$ cat src/rtl/mem_arbiter.sv
// Byte-wide RAM port arbiter shared by instruction fetch and the load/store
// buffer. One multi-byte request is sequenced at a time, with little-endian
// assembly of read data and a one-cycle done pulse to the owner.
module mem_arbiter #(
  parameter int         ADDR_WIDTH   = 32,
  parameter int         STARVE_LIMIT = 4,
  parameter logic [1:0] IO_SEL       = 2'b11
) (
  input  logic                  clk_in,
  input  logic                  rst_in,
  input  logic                  rdy_in,
  input  logic                  rob_clear_up,
  input  logic                  io_buffer_full,
  output logic                  ram_rw,
  output logic [ADDR_WIDTH-1:0] ram_addr,
  output logic [7:0]            ram_in,
  input  logic [7:0]            ram_out,
  input  logic                  if_req,
  input  logic [31:0]           if_addr,
  output logic                  if_done,
  output logic [31:0]           if_data,
  input  logic                  lsb_req,
  input  logic                  lsb_we,
  input  logic [1:0]            lsb_size,
  input  logic [31:0]           lsb_addr,
  input  logic [31:0]           lsb_wdata,
  output logic                  lsb_done,
  output logic [31:0]           lsb_rdata,
  output logic                  busy
);

  localparam int SW = $clog2(STARVE_LIMIT + 1);

  typedef enum logic [1:0] {IDLE, READ, WRITE, DONE} state_t;

  state_t                state_q, state_d;
  logic                  own_lsb_q, own_lsb_d;
  logic                  we_q, we_d;
  logic [2:0]            n_q, n_d;
  logic [2:0]            cyc_q, cyc_d;
  logic [ADDR_WIDTH-1:0] addr_q, addr_d;
  logic [31:0]           wdata_q, wdata_d;
  logic [31:0]           buf_q, buf_d;
  logic [31:0]           if_data_q, if_data_d;
  logic [31:0]           lsb_rdata_q, lsb_rdata_d;
  logic [SW-1:0]         starve_q, starve_d;
  logic                  hold_vld_q, hold_vld_d;
  logic [7:0]            hold_byte_q, hold_byte_d;

  logic [2:0] off;
  logic       io_stall;
  logic [7:0] wbyte;
  logic [7:0] cap_byte;
  logic [1:0] bidx;
  logic       fetch_win;
  logic       done_ok;

  // RAM port drive and done pulses, derived from the registered sequencer state.
  always_comb begin
    // Reads keep the last byte address after all addresses are issued.
    off      = (cyc_q >= n_q) ? (n_q - 3'd1) : cyc_q;
    ram_addr = addr_q + ADDR_WIDTH'(off);
    io_stall = (state_q == WRITE) && (addr_q[17:16] == IO_SEL) && io_buffer_full;
    case (cyc_q[1:0])
      2'd0:    wbyte = wdata_q[7:0];
      2'd1:    wbyte = wdata_q[15:8];
      2'd2:    wbyte = wdata_q[23:16];
      default: wbyte = wdata_q[31:24];
    endcase
    ram_rw = 1'b1;
    ram_in = 8'h00;
    if (state_q == WRITE) begin
      ram_in = wbyte;
      if (rdy_in && !io_stall) ram_rw = 1'b0;
    end
    // A flush in the done cycle of a read cancels the pulse; stores always commit.
    done_ok   = (state_q == DONE) && rdy_in && !(rob_clear_up && !we_q);
    if_done   = done_ok && !own_lsb_q;
    lsb_done  = done_ok && own_lsb_q;
    if_data   = if_data_q;
    lsb_rdata = lsb_rdata_q;
    busy      = (state_q != IDLE);
  end

  // Arbitration, byte sequencing, capture and flush handling.
  always_comb begin
    state_d     = state_q;
    own_lsb_d   = own_lsb_q;
    we_d        = we_q;
    n_d         = n_q;
    cyc_d       = cyc_q;
    addr_d      = addr_q;
    wdata_d     = wdata_q;
    buf_d       = buf_q;
    if_data_d   = if_data_q;
    lsb_rdata_d = lsb_rdata_q;
    starve_d    = starve_q;
    hold_vld_d  = hold_vld_q;
    hold_byte_d = hold_byte_q;
    fetch_win   = if_req && (!lsb_req || (starve_q == SW'(STARVE_LIMIT)));
    // The byte arriving in the first frozen cycle belongs to the address driven
    // before the freeze; park it so capture picks it up on resume.
    cap_byte    = hold_vld_q ? hold_byte_q : ram_out;
    bidx        = cyc_q[1:0] - 2'd1;

    if (!rdy_in) begin
      if (state_q == READ && !hold_vld_q) begin
        hold_vld_d  = 1'b1;
        hold_byte_d = ram_out;
      end
    end else begin
      hold_vld_d = 1'b0;
      case (state_q)
        IDLE: begin
          if (!rob_clear_up) begin
            if (fetch_win) begin
              own_lsb_d = 1'b0;
              we_d      = 1'b0;
              n_d       = 3'd4;
              addr_d    = ADDR_WIDTH'(if_addr);
              starve_d  = '0;
              cyc_d     = 3'd0;
              buf_d     = 32'h0;
              state_d   = READ;
            end else if (lsb_req) begin
              own_lsb_d = 1'b1;
              we_d      = lsb_we;
              case (lsb_size)
                2'd0:    n_d = 3'd1;
                2'd1:    n_d = 3'd2;
                default: n_d = 3'd4;
              endcase
              addr_d  = ADDR_WIDTH'(lsb_addr);
              wdata_d = lsb_wdata;
              cyc_d   = 3'd0;
              buf_d   = 32'h0;
              state_d = lsb_we ? WRITE : READ;
              if (if_req) starve_d = starve_q + SW'(1);
            end
          end
        end
        READ: begin
          if (rob_clear_up) begin
            state_d = IDLE;
          end else begin
            if (cyc_q != 3'd0) begin
              case (bidx)
                2'd0:    buf_d[7:0]   = cap_byte;
                2'd1:    buf_d[15:8]  = cap_byte;
                2'd2:    buf_d[23:16] = cap_byte;
                default: buf_d[31:24] = cap_byte;
              endcase
            end
            if (cyc_q == n_q) begin
              state_d = DONE;
              if (own_lsb_q) lsb_rdata_d = buf_d;
              else           if_data_d   = buf_d;
            end else begin
              cyc_d = cyc_q + 3'd1;
            end
          end
        end
        WRITE: begin
          if (!io_stall) begin
            if (cyc_q == n_q - 3'd1) state_d = DONE;
            else                     cyc_d   = cyc_q + 3'd1;
          end
        end
        default: begin
          state_d = IDLE;
        end
      endcase
    end
  end

  // State and datapath registers with asynchronous active-low reset.
  always_ff @(posedge clk_in or negedge rst_in) begin
    if (!rst_in) begin
      state_q     <= IDLE;
      own_lsb_q   <= 1'b0;
      we_q        <= 1'b0;
      n_q         <= 3'd1;
      cyc_q       <= 3'd0;
      addr_q      <= '0;
      wdata_q     <= 32'h0;
      buf_q       <= 32'h0;
      if_data_q   <= 32'h0;
      lsb_rdata_q <= 32'h0;
      starve_q    <= '0;
      hold_vld_q  <= 1'b0;
      hold_byte_q <= 8'h00;
    end else begin
      state_q     <= state_d;
      own_lsb_q   <= own_lsb_d;
      we_q        <= we_d;
      n_q         <= n_d;
      cyc_q       <= cyc_d;
      addr_q      <= addr_d;
      wdata_q     <= wdata_d;
      buf_q       <= buf_d;
      if_data_q   <= if_data_d;
      lsb_rdata_q <= lsb_rdata_d;
      starve_q    <= starve_d;
      hold_vld_q  <= hold_vld_d;
      hold_byte_q <= hold_byte_d;
    end
  end

endmodule
$ cat config.mk
export PLATFORM = sky130hd
export DESIGN_NAME = mem_arbiter
export DESIGN_NICKNAME = d
export VERILOG_FILES = /design/src/rtl/mem_arbiter.sv
export SDC_FILE = /design/constraint.sdc
export NUM_CORES = 1
export LEC_CHECK = 0
export ABC_AREA = 1
export CAP_MARGIN = 20
export CORE_MARGIN = 1
export CORE_UTILIZATION = 45
export DETAILED_ROUTE_END_ITERATION = 7
export GPL_ROUTABILITY_DRIVEN = 0
export PLACE_DENSITY_LB_ADDON = 0.08
export SETUP_SLACK_MARGIN = 0.02
export SYNTH_ARGS = -nofsm -noshare
export SYNTH_HDL_FRONTEND = slang
export SYNTH_SLANG_ARGS = --single-unit
$ cat constraint.sdc
create_clock -name clk_in -period 3.25 [get_ports clk_in]
set_input_delay 0.4875 -clock clk_in [delete_from_list [all_inputs] [get_ports clk_in]]
set_output_delay 0.4875 -clock clk_in [all_outputs]
set_load 0.05 [all_outputs]
* Yosys cells after proc, flatten, opt, wreduce, memory -nomap -nowiden
Cells that the tools add are included.
** Storage, ports and cells
- Register bits after elaboration :: 182
- Input port bits :: 114
- Output and inout bits :: 108
- Word-level logic and storage cells :: 128
** Operators by class
- Add/subtract/negate cells :: 5
- Order comparisons :: 1
- Equality and inequality tests :: 20
- Multiplexer cells :: 47
- Bitwise gates (word level) :: 4
- Reduce and logical (&&, ||, !) cells :: 38
** Operators by type and width (count)
- 32-bit two-way mux :: 7
- 32-bit case mux with 2 select lines :: 1
- 8-bit two-way mux :: 6
- 3-bit two-way mux :: 13
- 32-bit by 3-bit adder with 32-bit output :: 1
- 5-bit AND reduction :: 5
- 8-bit case mux with 3 select lines :: 1
- 2-bit two-way mux :: 8
- 2-bit equality test, second input constant :: 5
- 1-bit logical AND :: 10
- 2-bit != test, second input constant :: 5
- 2-bit nonzero test :: 5
- 3-bit case mux with 3 select lines :: 1
- 2-bit by 1-bit equality test with 1-bit output, second input constant :: 4
- 2-bit zero test :: 4
- 1-bit two-way mux :: 8
- 8-bit AND reduction :: 1
- 3-bit by 1-bit adder with 3-bit output, second input constant :: 2
- 3-bit equality test :: 2
- 1-bit zero test :: 6
- 2-bit case mux with 3 select lines :: 1
- 3-bit case mux with 2 select lines :: 1
- 6-bit AND reduction :: 1
- 3-bit nonzero test :: 2
- other kinds (12) :: 15

* Longest topological paths before layout
Gate-level depths: netlist (run 1).
- Depth after elaboration :: 7
- Depth in mapped cells :: 19
- Depth with buffers taken out :: 19

* Least setup slack after synthesis (run 1)
OpenSTA, ideal clock, no wires.
- Path kind :: reg2out
- Start :: register cyc_q[2]
- End :: output port ram_addr[14]
- Arrival :: 3314 ps
- Data required time :: 2762 ps
- Slack :: -551 ps
- Cell stages (with the launch flop) :: 17
- Buffers on the path :: 0
- Path through :: dfrtp_1 -> ha_1 -> nand2_1 -> o211ai_1 -> nand2_1 -> o21ai_0 -> ha_1 -> inv_1 -> fa_1 -> inv_1 -> nand2_1 -> nand2_1 -> nand2_1 -> inv_1 -> nand2_1 -> nor2_1 -> xor2_1
** Between the ends
- Longest elaborated chain between the ends :: 3
** Ends and longest elaborated chain
- start: declaration :: RTL line 40 : logic [2:0] cyc_q, cyc_d;
- start signal: assignment :: RTL line 197 : cyc_q <= cyc_d;
- 3-bit greater-or-equal comparator :: RTL line 61 : off = (cyc_q >= n_q) ? (n_q - 3'd1) : cyc_q;
- 3-bit two-way mux (*) :: RTL line 61
- 32-bit by 3-bit adder with 32-bit output (*) :: RTL line 62 : ram_addr = addr_q + ADDR_WIDTH'(off);
- end: declaration :: RTL line 15 : output logic [ADDR_WIDTH-1:0] ram_addr,
Every way passes the cells marked *; elsewhere a longest branch is shown, timed or not.

* Worst setup path in the final report (run 1)
- Start :: register n_q[0]
- End :: output port ram_addr[14]
** Between the ends
- Longest elaborated chain between the ends :: 3
- Elaborated cells on any way between the ends :: 4
- Those cells by class :: 2 x add/sub; 1 x order compare; 1 x mux
** Ends and longest elaborated chain
- start: declaration :: RTL line 39 : logic [2:0] n_q, n_d;
- start signal: assignment :: RTL line 196 : n_q <= n_d;
- 3-bit by 1-bit subtractor with 3-bit output or 3-bit greater-or-equal comparator (tied branches) :: RTL line 61
- 3-bit two-way mux (*) :: RTL line 61
- 32-bit by 3-bit adder with 32-bit output (*) :: RTL line 62
Marks and branches as above.

==> results of run 1 <==
## placed cells by master (no fill, tap or decap), types with 9 or more instances in the layout
master and n:
nand2_1 339, dfrtp_1 179, clkdlybuf4s50_1 177, o21ai_0 143, inv_1 99, nor2_1 75
o22ai_1 51, buf_4 50, buf_12 35, o21ai_1 31, nand2_2 29, nand3_1 26
clkbuf_16 17, a21oi_1 14, buf_6 14, inv_2 12, ha_1 12, nor2_4 10
nor3_1 10, nand4_1 9
## cell usage after synthesis, types with 7 or more instances
cell type | n | share of area, %
inv_1 | 109 | 4.5
nor2_2 | 7 | 0.48
a21oi_1 | 16 | 0.88
o21ai_0 | 146 | 8.1
o22ai_1 | 51 | 3.5
a31oi_1 | 8 | 0.55
nand3_1 | 30 | 1.7
nand4_1 | 9 | 0.62
nor2_1 | 82 | 3.4
xor2_1 | 13 | 1.3
nor3_1 | 10 | 0.55
buf_2 | 21 | 1.2
ha_1 | 19 | 2.6
nand2_1 | 375 | 16
clkbuf_1 | 18 | 0.74
dfrtp_1 | 181 | 50
o21ai_1 | 32 | 1.8
## state kept, by name, summed over array words and instances, names as in the netlist, 2 cells and up
signal / cells
wdata_q: 32
cyc_q: 3
hold_byte_q: 8
state_q: 2
if_data: 32
addr_q: 32
buf_q: 32
lsb_rdata: 32
starve_q: 3
n_q: 3
## worst min path at each step
stage	to	start	depth (start not counted)	slack, ps
after floorplan	addr_q[0]	rst_in	0	190
after global placement	wdata_q[24]	wdata_q[24]	2	460
after detailed placement	wdata_q[30]	wdata_q[30]	2	460
after CTS	lsb_rdata[28]	rst_in	1	160
after global routing	lsb_rdata[28]	rst_in	1	180
final	if_data[29]	rst_in	1	110
## routing by layer
metal	track usage [%]	wire length (um)	vias to the layer above
met5	0	0	-
met4	11.3	849	0
met3	5.13	1660	63
met2	41.3	12400	332
met1	35.7	11800	4136
li1	-	-	4259
## critical path: stages (launching register included)
cell	delay, ps
dfstp_2	560
ha_4	210
nand3_2	80
o211ai_1	160
buf_4	190
o21ai_2	130
ha_2	200
inv_2	50
fa_2	360
inv_2	80
nand2_2	60
nand2_4	70
nand2_4	70
inv_4	100
nand2_4	60
nor2_4	160
buf_12	130
xor2_4	160
buf_12	150
## per-stage QoR
| step | area (um^2) | TNS (ps) | power [mW] | setup WS (ps) | instances |
|---|---|---|---|---|---|
| final | 13400 | -16400 | 13.9 | -667 | 1688 |
| after detailed placement | 12300 | -1830 | 10.8 | -284 | 1637 |
| after CTS | 13100 | -12720 | 13.2 | -578 | 1678 |
| after floorplan | 9290 | -150 | 7.75 | -83.9 | 1154 |
| after global placement | 12300 | -373 | 10.7 | -105 | 1637 |
| after global routing | 13400 | -19140 | 14.6 | -748 | 1688 |
## kinds of logic (layout without fill, tap and decap cells)
group           Yosys count  in the layout  synth area share [%]
xor+xnor                 15             15                  1.45
flops                   182            182                  50.2
buf+inv                 162            430                  7.48
other cells               0              1                     0
compound gates          255            255                  14.9
fa+ha+maj                20             20                  2.84
simple gates            520            520                  23.1
## area by class of cell
class | instances | area, um^2 | area share (%)
Antenna cell | 1 | 2.50 | 0.0187
Clock buffer | 17 | 425 | 3.18
Clock inverter | 15 | 173 | 1.29
Inverter | 113 | 432 | 3.22
Multi-Input combinational cell | 810 | 4380 | 32.7
Sequential cell | 182 | 4560 | 34.0
Tap cell | 265 | 332 | 2.48
Timing Repair Buffer | 285 | 3090 | 23.1
## what timing repair did
| item | in CTS | in global routing |
|---|---|---|
| gates resized for setup | 47 | 61 |
| setup endpoints to repair | 38 | 33 |
| buffers inserted | 11 | 11 |
| pin swaps | 13 | 40 |
## power groups by stage
stage	Clock (mW)	Sequential, mW	Combinational (mW)
6_report	2.07	3.73	8.07
2_1_floorplan	0	4.09	3.66
5_1_grt	2.19	3.84	8.60
3_5_place_dp	0	3.71	7.08
4_1_cts	2.09	3.70	7.46
3_3_place_gp	0	3.70	7.01
==> impl_results.md, run 1 <==
* Gr ovfl total at 0
* Gate Count Post-Synth at 1,154
* Vias in the first global route at ~8,200
* WHS at 106 ps
* Via count at 8,790
* Die Width at 144 um
* Total Die Area at between 0.02 and 0.025 mm^2
* Cts hold-fix bufs at 0
* Fill count at 1,614
* TritonCTS clock tree: yes
* Die height at 144 um
* Hold Fails Final Rpt at 0
* DR pass1 iterations at 4
* Largest net degree at the start of global routing at 87
* CTS Root Cell: clkbuf_16
* Syn nets at 1,288
* Startpoint Class: flip-flop
* Switching pwr at ~6.4 mW
* Clk pwr share at 14.9%
* ANT nets after route at 0
* Worst-Skew Late Latency at 450 ps
* DR iter-0 viols at 599
* Wire per inst at about 16 um
* Yosys cell types at 32
* Worst Path Class, Setup: flip-flop to primary output
* HPWL Detailed at 19.0 mm
* Layout Utilization at about two thirds
* Port buffer count at 221
* Share of cells above drive strength 1 at 16.6%
* Num rows at 51
* Arr. time, crit path at 3430 ps
* R2R cell count at 6
* Max-Cap Viols at 0
* Switching share of power at 46.0%
* Post-synth ARST share at 100%
* First-pass GRT wire length at 41.7 mm
* Initial Utilization at between 40% and 50%
* TritonCTS Sinks at 182
* Yosys warnings at 0
* Dominant synthesized flop cell: dfrtp_1
* PnR worst setup slack at -667 ps
* Type of destination of the critical path: primary output
* Drt drc at 0
* Period utilization at 121%
* CP endpoint: ram_addr[14]
* Via/cell ratio at 5.21
* Leakage power at 6.02 nW
* Peak VDD IR at ~0.0017 V
* Post-synthesis cell area at just over 0.009 mm^2
* CTS HTree Levels at 4
* Seq cells post-synth at 182
* Crit path from: n_q[0]
* Maximum clock rate at 0.255 GHz
* Run status: finished, violations left
* EDFF count, synth at 0
* # IOs at 222
* Max-slew headroom at slightly below 30%
* Tot GR Track Use at 26.4%
* Reg clk slew, reported paths at approximately 70 ps
* CP Max Fanout at 3
* RSZ-0062 raised after global routing: yes
* Register area share after synthesis at about 50%
* R2r startpoint: cyc_q[1]
* Crit path time final at 3920 ps
* Int Power at 7.49 mW
* CTS Buf Count at 17
* Seq pwr share at approximately 27%
* Slew Limit Fails at 0
* Layout Skew at 14.6 ps
* Syn Area/Cell at 7.86 um^2
* Min-Delay Path Class: primary input to asynchronous set/reset pin
* R2r setup slk at 810 ps
* NumNets Final at 1,543
* Failing checks: setup timing
* CORE AREA at 0.0196 mm^2
* Measured slew at the worst slew-check pin at approximately 1100 ps
* Final setup fails at 30
* FF-to-FF End: buf_q[24]
* Antenna violations before repair at 1
* Clock Path Buffers at 2
* Comb pwr share at 58.2%
* Pwr per Cell Area at ~1000 mW/mm^2
* Final WL at 26.8 mm
* Layout area overhead at 47.6%
* Required @ worst endpoint at roughly 2800 ps
Power figures use the tool's default switching activity.
==> inputs of run 2 (changes only) <==
--- a/config.mk
+++ b/config.mk
@@ -7,7 +7,7 @@
 export LEC_CHECK = 0
 export ABC_AREA = 1
 export CAP_MARGIN = 20
-export CORE_MARGIN = 1
+export CORE_MARGIN = 2
 export CORE_UTILIZATION = 45
 export DETAILED_ROUTE_END_ITERATION = 7
 export GPL_ROUTABILITY_DRIVEN = 0
==> run 2 against run 1 <==
The flow still finishes with violations (setup timing). Hold slack lost 30 ps. Sequential power about the same. Clock power barely moved. Flip-flop and latch count did not move. Count of clock-buffer cells in the layout up 1. Via count fell by 1.5%. Non-clock buffer count decreased by 10. First-iteration DRC count up 2.7%. Wire length barely moved. Global-route usage fell by 1.3 points. Sequential share of layout area grew 0.19 points.
==> impl_results.md, run 2 (synthesis gave the netlist of run 1 again) <==
* Run status: finished, violations left
* Failing checks: setup timing
* Crit path time final at 3810 ps (-103 ps)
* CP Cell Sequence: ha_4, nand3_2, o211ai_1, buf_4, o21ai_2, ha_2, inv_2, fa_2, inv_2, nand2_2, nand2_4, nand2_4, inv_6, nand2_4, nor2_4, buf_12, xor2_4, buf_12
* Final WL at 26.8 mm (about the same)
* Antenna violations before repair at 2 (+1)
* CP max stage cell: dfstp_2
* Worst-Skew Late Latency at 440 ps (about the same)
* GRT met3 Usage at 6.14% (+1.0 points)
* CP Max Fanout at 4 (+1)
* Via/cell ratio at 5.16 (-0.88%)
* GR Layer Usage met1 at 34.0% (-1.7 points)
* Type of destination of the critical path: primary output
* Comb pwr share at 57.8% (-0.4 points)
* Layout area overhead at 46.8%
* Leakage power at 5.99 nW (-0.44%)
* Initial Utilization at 46.3% (unchanged)
* ANT nets after route at 0 (unchanged)
* Gr ovfl total at 0 (unchanged)
* Clk pwr share at 15.2% (+0.3 points)
* Pwr per Cell Area at 1030 mW/mm^2 (-0.13%)
* Most frequent cells in the layout: nand2_1, dfrtp_1, clkdlybuf4s50_1
* Share of cells above drive strength 1 at 15.9% (-0.73 points)
* Seq pwr share at 27.0% (about the same)
* Switching pwr at 6.34 mW (-0.50%)
* Design area at 0.0133 mm^2 (-0.55%)
* Int Power at 7.43 mW (-0.84%)
* PnR worst setup slack at -564 ps (+103 ps)
* Min-Delay Path Class: primary input to asynchronous set/reset pin
* Die height at 146 um (+1.4%)
* Max-Cap Viols at 0 (unchanged)
* CP max stage delay at 560 ps (about the same)
* RSZ-0062 raised after global routing: yes
* Clock Path Buffers at 2 (unchanged)
* Arr. time, crit path at 3330 ps (-100 ps)
* Non-Filler Instances at 1,678 (-0.59%)
* Period utilization at 117% (-3.2 points)
* Peak VDD IR at 0.000914 V (-46%)
* Via count at 8,661 (-1.5%)
* Layout Skew at 8.02 ps (-6.59 ps)
* Num rows at 51 (unchanged)
* CTS Root Cell: clkbuf_16
* Measured slew at the worst slew-check pin at 723 ps (-329 ps)
* Port buffer count at 221 (unchanged)
* Total Die Area at 0.0213 mm^2 (+2.8%)
* Hold Fails Final Rpt at 0 (unchanged)
* CTS Buf Count at 17 (unchanged)
* Maximum clock rate at 0.262 GHz (+2.7%)
* CTS HTree Levels at 4 (unchanged)
* # IOs at 222 (unchanged)
* Met2 Use GR at 39.4% (-1.9 points)
* FF/Latch Area at 0.00456 mm^2 (unchanged)
* TritonCTS clock tree: yes
* DR iter-0 viols at 615 (+2.7%)
* Worst Path Class, Setup: flip-flop to primary output
* Startpoint Class: flip-flop
* CP most frequent cell: nand2_4
* Largest net degree at the start of global routing at 72 (-17%)
* Vias in the first global route at 8,385 (+1.9%)
* Dpl cell area at 0.0122 mm^2 (about the same)
* Drt drc at 0 (unchanged)
* GR peak layer: met2
* DR pass1 iterations at 5 (+1)
* Commonest non-fill, non-tap cell in the layout: nand2_1
* Tot GR Track Use at 25.1% (-1.3 points)
* TritonCTS Sinks at 182 (unchanged)
* Multi-input gate area at 0.00438 mm^2 (unchanged)
* Dpl cells at 1,634 (-0.18%)
* NumNets Final at 1,533 (-0.65%)
* Wire per inst at 16.0 um (+0.65%)
* Required @ worst endpoint at 2760 ps (about the same)
* Max-slew headroom at 51.8% (+22 points)
* Switching share of power at 46.1% (+0.085 points)
* Die Width at 146 um (+1.4%)
* Place WS at -289 ps (-4.88 ps)
* Slew Limit Fails at 0 (unchanged)
* HPWL Detailed at 19.2 mm (+1.0%)
* Reg clk slew, reported paths at 70 ps (about the same)
* First-pass GRT wire length at 42.8 mm (+2.6%)
* Final setup fails at 30 (unchanged)
* CORE AREA at 0.0196 mm^2 (unchanged)
* Fill count at 1,598 (-0.99%)
-- run 2: cell count changes in the layout (fill, tap and decap cells not counted), moves of 3 or more --
cell | previous run | this run
clkinvlp_4 | 3 | 0
nand3_1 | 26 | 23
o21ai_2 | 4 | 1
inv_6 | 1 | 4
buf_4 | 50 | 39
-- run 2: repair_timing --
action | CTS | global route
setup endpoints to repair | 36 | 35
pin swaps | 9 | 23
endpoints found under the hold margin | 0 | 0
hold buffers | 0 | 0
gates resized for setup | 49 | 60
buffers inserted | 8 | 7
-- run 2: worst max-delay path, delay by kind of cell, from the launching register on --
family | cells | cell delay [ps]
flip-flops | 1 | 560
AND/OR/NAND/NOR | 6 | 470
buffers and inverters | 6 | 670
adder cells (fa/ha/maj) | 3 | 780
XOR/XNOR | 1 | 160
AO/OA/AOI/OAI | 2 | 230
-- run 2: final timing paths --
path	start	to	slack, ps	cells past startpoint
max in group asynchronous	rst_in	n_q[0]	2330	2
max reg2reg	cyc_q[1]	lsb_rdata[24]	800	6
min in group clk_in	wdata_q[28]	wdata_q[28]	480	2
min	rst_in	lsb_rdata[28]	80	1
max	n_q[0]	ram_addr[14]	-560	18
min reg2reg	wdata_q[28]	wdata_q[28]	480	2
-- run 2: per-stage QoR --
stage / TNS [ps] / util (%) / total power, mW / hold slack [ps]
finish: -12930 / 68.0 / 13.8 / 76.9
global route: -15830 / 68.0 / 14.5 / 126
CTS: -12620 / 66.6 / 13.2 / 92.2
detailed placement: -2080 / 62.5 / 10.8 / 460
global placement: -430 / 62.5 / 10.6 / 459
floorplan: -150 / - / 7.75 / 192
-- run 2: layer usage --
metal	wire length (um)	vias to the layer above
li1	-	4229
met1	11800	4066
met2	12500	309
met3	1640	55
met4	836	2
met5	13	-
-- run 2: final cells by class --
type,instances,area share [%]
Sequential cell,182,34.2
Multi-Input combinational cell,810,32.9
Timing Repair Buffer,275,22.7
Clock buffer,18,3.22
Inverter,113,3.22
Tap cell,265,2.49
Clock inverter,14,1.21
Antenna cell,1,0.0188
-- run 2: power groups by stage --
stage               combinational (mW)  clock [mW]  sequential, mW
floorplan                         3.66           0            4.09
global placement                  6.93           0            3.70
detailed placement                7.05           0            3.70
CTS                               7.45        2.11            3.69
global route                      8.50        2.21            3.84
finish                            7.96        2.09            3.72
==> variant 1, RTL diff (settings of run 2) <==
Set the parameter `STARVE_LIMIT` to 8 (it was 4).
--- a/src/rtl/mem_arbiter.sv
+++ b/src/rtl/mem_arbiter.sv
@@ -3,7 +3,7 @@
 // assembly of read data and a one-cycle done pulse to the owner.
 module mem_arbiter #(
   parameter int         ADDR_WIDTH   = 32,
-  parameter int         STARVE_LIMIT = 4,
+  parameter int         STARVE_LIMIT = 8,
   parameter logic [1:0] IO_SEL       = 2'b11
 ) (
   input  logic                  clk_in,
Behaviour: same outputs for any inputs over 4 cycles, from zero or initial values and one cycle with rst_in low; that may be too few to reach the edited logic, so the function may still have changed.
==> variant 1 against run 2 <==
- the flow still finishes with violations (negative setup slack)
- combinational power is 2% higher
- synthesized area hardly changed
- total power is 0.38% higher
- wire length is 0.16% higher
- setup slack worse by 0.088 ns
- cell area is 1.3% higher
- sequential cell count is 1 higher
- core utilization is 0.86 points higher
- critical endpoint is now ram_addr[18]
- largest cell class unchanged
- largest power group unchanged
- highest routed layer is now met4
==> variant 1: results (changes against run 2) <==
[status]
status=complete, but fails checks
violations=negative setup slack

[route]
route.met3.wl_um=1760  ; +7.3%
via_per_inst=5.16  ; about the same
totalWireLength_um=26800  ; +0.16%
drt-met1-wl_um=11800  ; about the same
wl_met2_um=12900  ; +3.2%
topRoutingLayerUsed=met4

[place]
dp.cells=1610  ; -1.5%
place_ws_ns=-0.214  ; +0.0753 ns
place_area_sq_um=12400  ; +1.1%

[finish]
syn2layout_area_growth_pct=48.8
clk_share=0.0432  ; -0.00111
buffers_excl_clock=272  ; -1.1%
nFillCells=1604  ; +0.38%
nets=1509  ; -1.6%
nMultiInputCombCells=777  ; -4.1%
bufAreaShareNonClock=0.222  ; -0.00526
nNonClkInverters=124  ; +9.7%

[pwr]
p_seq_frac=0.268  ; -0.002
clk-power_mw=2.04  ; -2%
powerDensity_nw_per_um2=1030  ; -0.88%

[critical_path]
crit_slowest_cell=dfrtp_2

[synth]
syn_nets=1266  ; -1.7%
synth_xor_area_frac=0.0280  ; +0.0135
synthTopCellsByCount=nand2_1, dfrtp_1, o21ai_0
ys_seq_area_frac=0.505  ; +0.00297
synth_fa_ha_area_frac=0.0284  ; about the same
synth_area_leaders=dfrtp_1, nand2_1, o21ai_0
synth_compound_area_frac=0.146  ; -0.00353
synthCells=1132  ; -1.9%
synth_cell_types=33  ; +3.1%

[sta]
maxSlewHeadroom=0.326  ; -0.192
finalSetupViolations=30  ; unchanged
fin_setup_tns_ns=-13.33  ; -0.405 ns
fin_ws_ns=-0.652  ; -0.0876 ns

[global_route]
grt_pass1_wl_um=42700  ; -0.27%

## variant 1: path summary, 6_finish.rpt
path | slack, ns | from | end | cells after the start
hold / removal | 0.03 | rst_in | wdata_q[29]$_DFFE_PN0P_ | 1
setup / recovery | -0.65 | cyc_q[2]$_DFFE_PN0P_ | ram_addr[18] | 15
setup reg to reg | 0.59 | cyc_q[1]$_DFFE_PN0P_ | buf_q[7]$_DFFE_PN0P_ | 7
max in group asynchronous | 2.44 | rst_in | addr_q[28]$_DFFE_PN0P_ | 2
hold reg to reg | 0.48 | wdata_q[16]$_DFFE_PN0P_ | wdata_q[16]$_DFFE_PN0P_ | 2
min in group clk_in | 0.48 | wdata_q[16]$_DFFE_PN0P_ | wdata_q[16]$_DFFE_PN0P_ | 2
## variant 1: repair_timing
| action | in CTS | in global routing |
|---|---|---|
| buffers inserted | 7 | 7 |
| resized for setup | 38 | 61 |
| endpoints found under the hold margin | 0 | 0 |
| hold buffers | 0 | 0 |
| pin swaps | 5 | 19 |
| setup endpoints to repair | 36 | 34 |
==> variant 2, RTL diff (settings of run 2) <==
Made on the original files. Make the reset (`rst_in`) synchronous in one clocked block. Comments in the files are not updated.
--- a/src/rtl/mem_arbiter.sv
+++ b/src/rtl/mem_arbiter.sv
@@ -174,7 +174,7 @@
   end
 
   // State and datapath registers with asynchronous active-low reset.
-  always_ff @(posedge clk_in or negedge rst_in) begin
+  always_ff @(posedge clk_in) begin
     if (!rst_in) begin
       state_q     <= IDLE;
       own_lsb_q   <= 1'b0;
Behaviour: differs if rst_in is asserted again (counterexample within 4 cycles, from zero or initial values and one cycle with rst_in low); with rst_in held inactive, the same outputs for 4 cycles.
==> variant 2 against run 2 <==
- the run still ends with negative setup slack left
- wire length up 6.4%
- synthesized area shrank 4.4%
- setup slack improved by 0.071 ns
- via count increased by 7.3%
- sequential cell count stayed put
- cell area down 1.1%
- clock skew increased by 0.0038 ns
Power is not compared: it rests on default switching activity, and its combinational part moved more than twofold at a synthesized area within 25%.
==> variant 2: results (changes against run 2) <==
[route]
vias=9297  ; +7.3%
wl_per_cell_um=16.2  ; +1.8%
dr.pass1.iters=5  ; unchanged
drt_iter0_drc=692  ; +13%

[sta]
fin_ws_ns=-0.493  ; +0.0713 ns
worstMarginPinSlew_ns=0.948  ; +0.226 ns
finalSetupViolations=30  ; unchanged
skew_ns=0.0118  ; +0.00377 ns
fin_setup_tns_ns=-10.31  ; +2.62 ns

[synth]
ys_seq_area_frac=0.420  ; -0.0821
synth_cell_types=33  ; +3.1%
synth_area_leaders=dfxtp_1, nand2_1, o21ai_0
ys_async_sr_fraction=0  ; -1.00
synth_ff_type=dfxtp_1
synthTopCellsByCount=nand2_1, dfxtp_1, o21ai_0
syn_nets=1371  ; +6.4%

[critical_path]
reg2reg_from=n_q[1]$_SDFFE_PN0P_
arrival_ns=3.26  ; -0.07 ns
reg2regPathDepth=21  ; +15

[place]
dp_hpwl_um=18800  ; -1.9%

[clock_tree]
clk_pin_slew_worst_paths_ns=0.07  ; about the same
clkLatencyLatePin_ns=0.44  ; about the same
cts_htree_levels=4  ; unchanged

[global_route]
grt_max_degree=68  ; -5.6%
antenna_found_initial=1  ; -1
grt_pass1_wl_um=44100  ; +3.0%
grtUsageTotal=0.272  ; +0.0214
grt_pass1_vias=8597  ; +2.5%

[finish]
drive_gt1_frac=0.166  ; +0.00736
diodes=0  ; -1
nets=1615  ; +5.3%

[pwr]
p_sw_mw=2.07

[status]
status=complete, but fails checks
violations=negative setup slack

[hold_path]
worstHoldStart=rst_in
min_path_type=in2reg

## variant 2: final cells by class
class                      instances  area, sq um
multi-input combinational        916         5110
sequential                       182         3650
timing repair buffer             290         3220
clock buffer                      19          453
tap                              260          325
fill                            1563         5660
clock inverter                    13          126
inverter                          74          290
## variant 2: what timing repair did
action                                  in CTS  in global routing
endpoints found under the setup margin      31                109
resized for setup                          106                 47
pin swaps                                   30                 26
gates cloned                                 0                  3
buffers inserted                            27                 11
hold buffers                                 0                  0
## variant 2: through the flow
stage / util / worst slack, ns / hold WS, ns / cell area, sq um / std cells
6_report: 0.699 / -0.493 / 0.434 / 13200 / 1754
5_1_grt: 0.699 / -0.604 / 0.437 / 13200 / 1754
4_1_cts: 0.683 / -0.478 / 0.423 / 12900 / 1745
3_5_place_dp: 0.623 / -0.135 / 0.441 / 11700 / 1686
3_3_place_gp: 0.623 / -0.0961 / 0.433 / 11700 / 1686
2_1_floorplan: - / 0.0142 / 0.424 / 8930 / 1237
## variant 2: power by group through the flow
stage / Combinational (mW) / Sequential [mW] / Clock, mW
after global placement: 1.48 / 2.48 / 0
after detailed placement: 1.49 / 2.48 / 0
after floorplan: 0.855 / 2.49 / 0
after global routing: 1.85 / 2.46 / 2.17
final: 1.72 / 2.45 / 2.04
after CTS: 1.67 / 2.44 / 2.06
## variant 2: critical path, cell delays in order, from the launching register on
cell	delay [ns]
dfxtp_2	0.34
inv_2	0.05
ha_4	0.27
buf_6	0.10
nand3_4	0.07
o211ai_1	0.15
buf_4	0.23
nand2_4	0.06
o21ai_4	0.07
inv_2	0.06
fa_2	0.39
o21ai_4	0.18
buf_6	0.14
nand3_4	0.09
nor2_4	0.18
nand2_4	0.09
xnor2_4	0.19
buf_12	0.15
## variant 2: logic make-up after synthesis
family                   Yosys count  synth area share
AO/OA/AOI/OAI                    329             0.205
XOR/XNOR                          25            0.0253
adder cells (fa/ha/maj)           20            0.0297
buffers and inverters            139            0.0685
flip-flops                       182             0.420
AND/OR/NAND/NOR                  542             0.251
## variant 2: layer usage
layer  track usage  wire length (um)  vias to the layer above
li1              -                 -                     4602
met2         0.433             13000                      380
met1         0.370             12600                     4267
met3        0.0560              2290                       46
met5             0                 8                        -
met4        0.0922               621                        2
## variant 2: final timing paths
path / endpoint / slack (ns)
hold / removal: if_data[9]$_SDFFE_PN0P_ / 0.43
hold reg to reg: hold_byte_q[2]$_SDFFE_PN0P_ / 0.45
setup / recovery: ram_addr[30] / -0.49
setup reg to reg: lsb_rdata[30]$_SDFFE_PN0P_ / 0.16
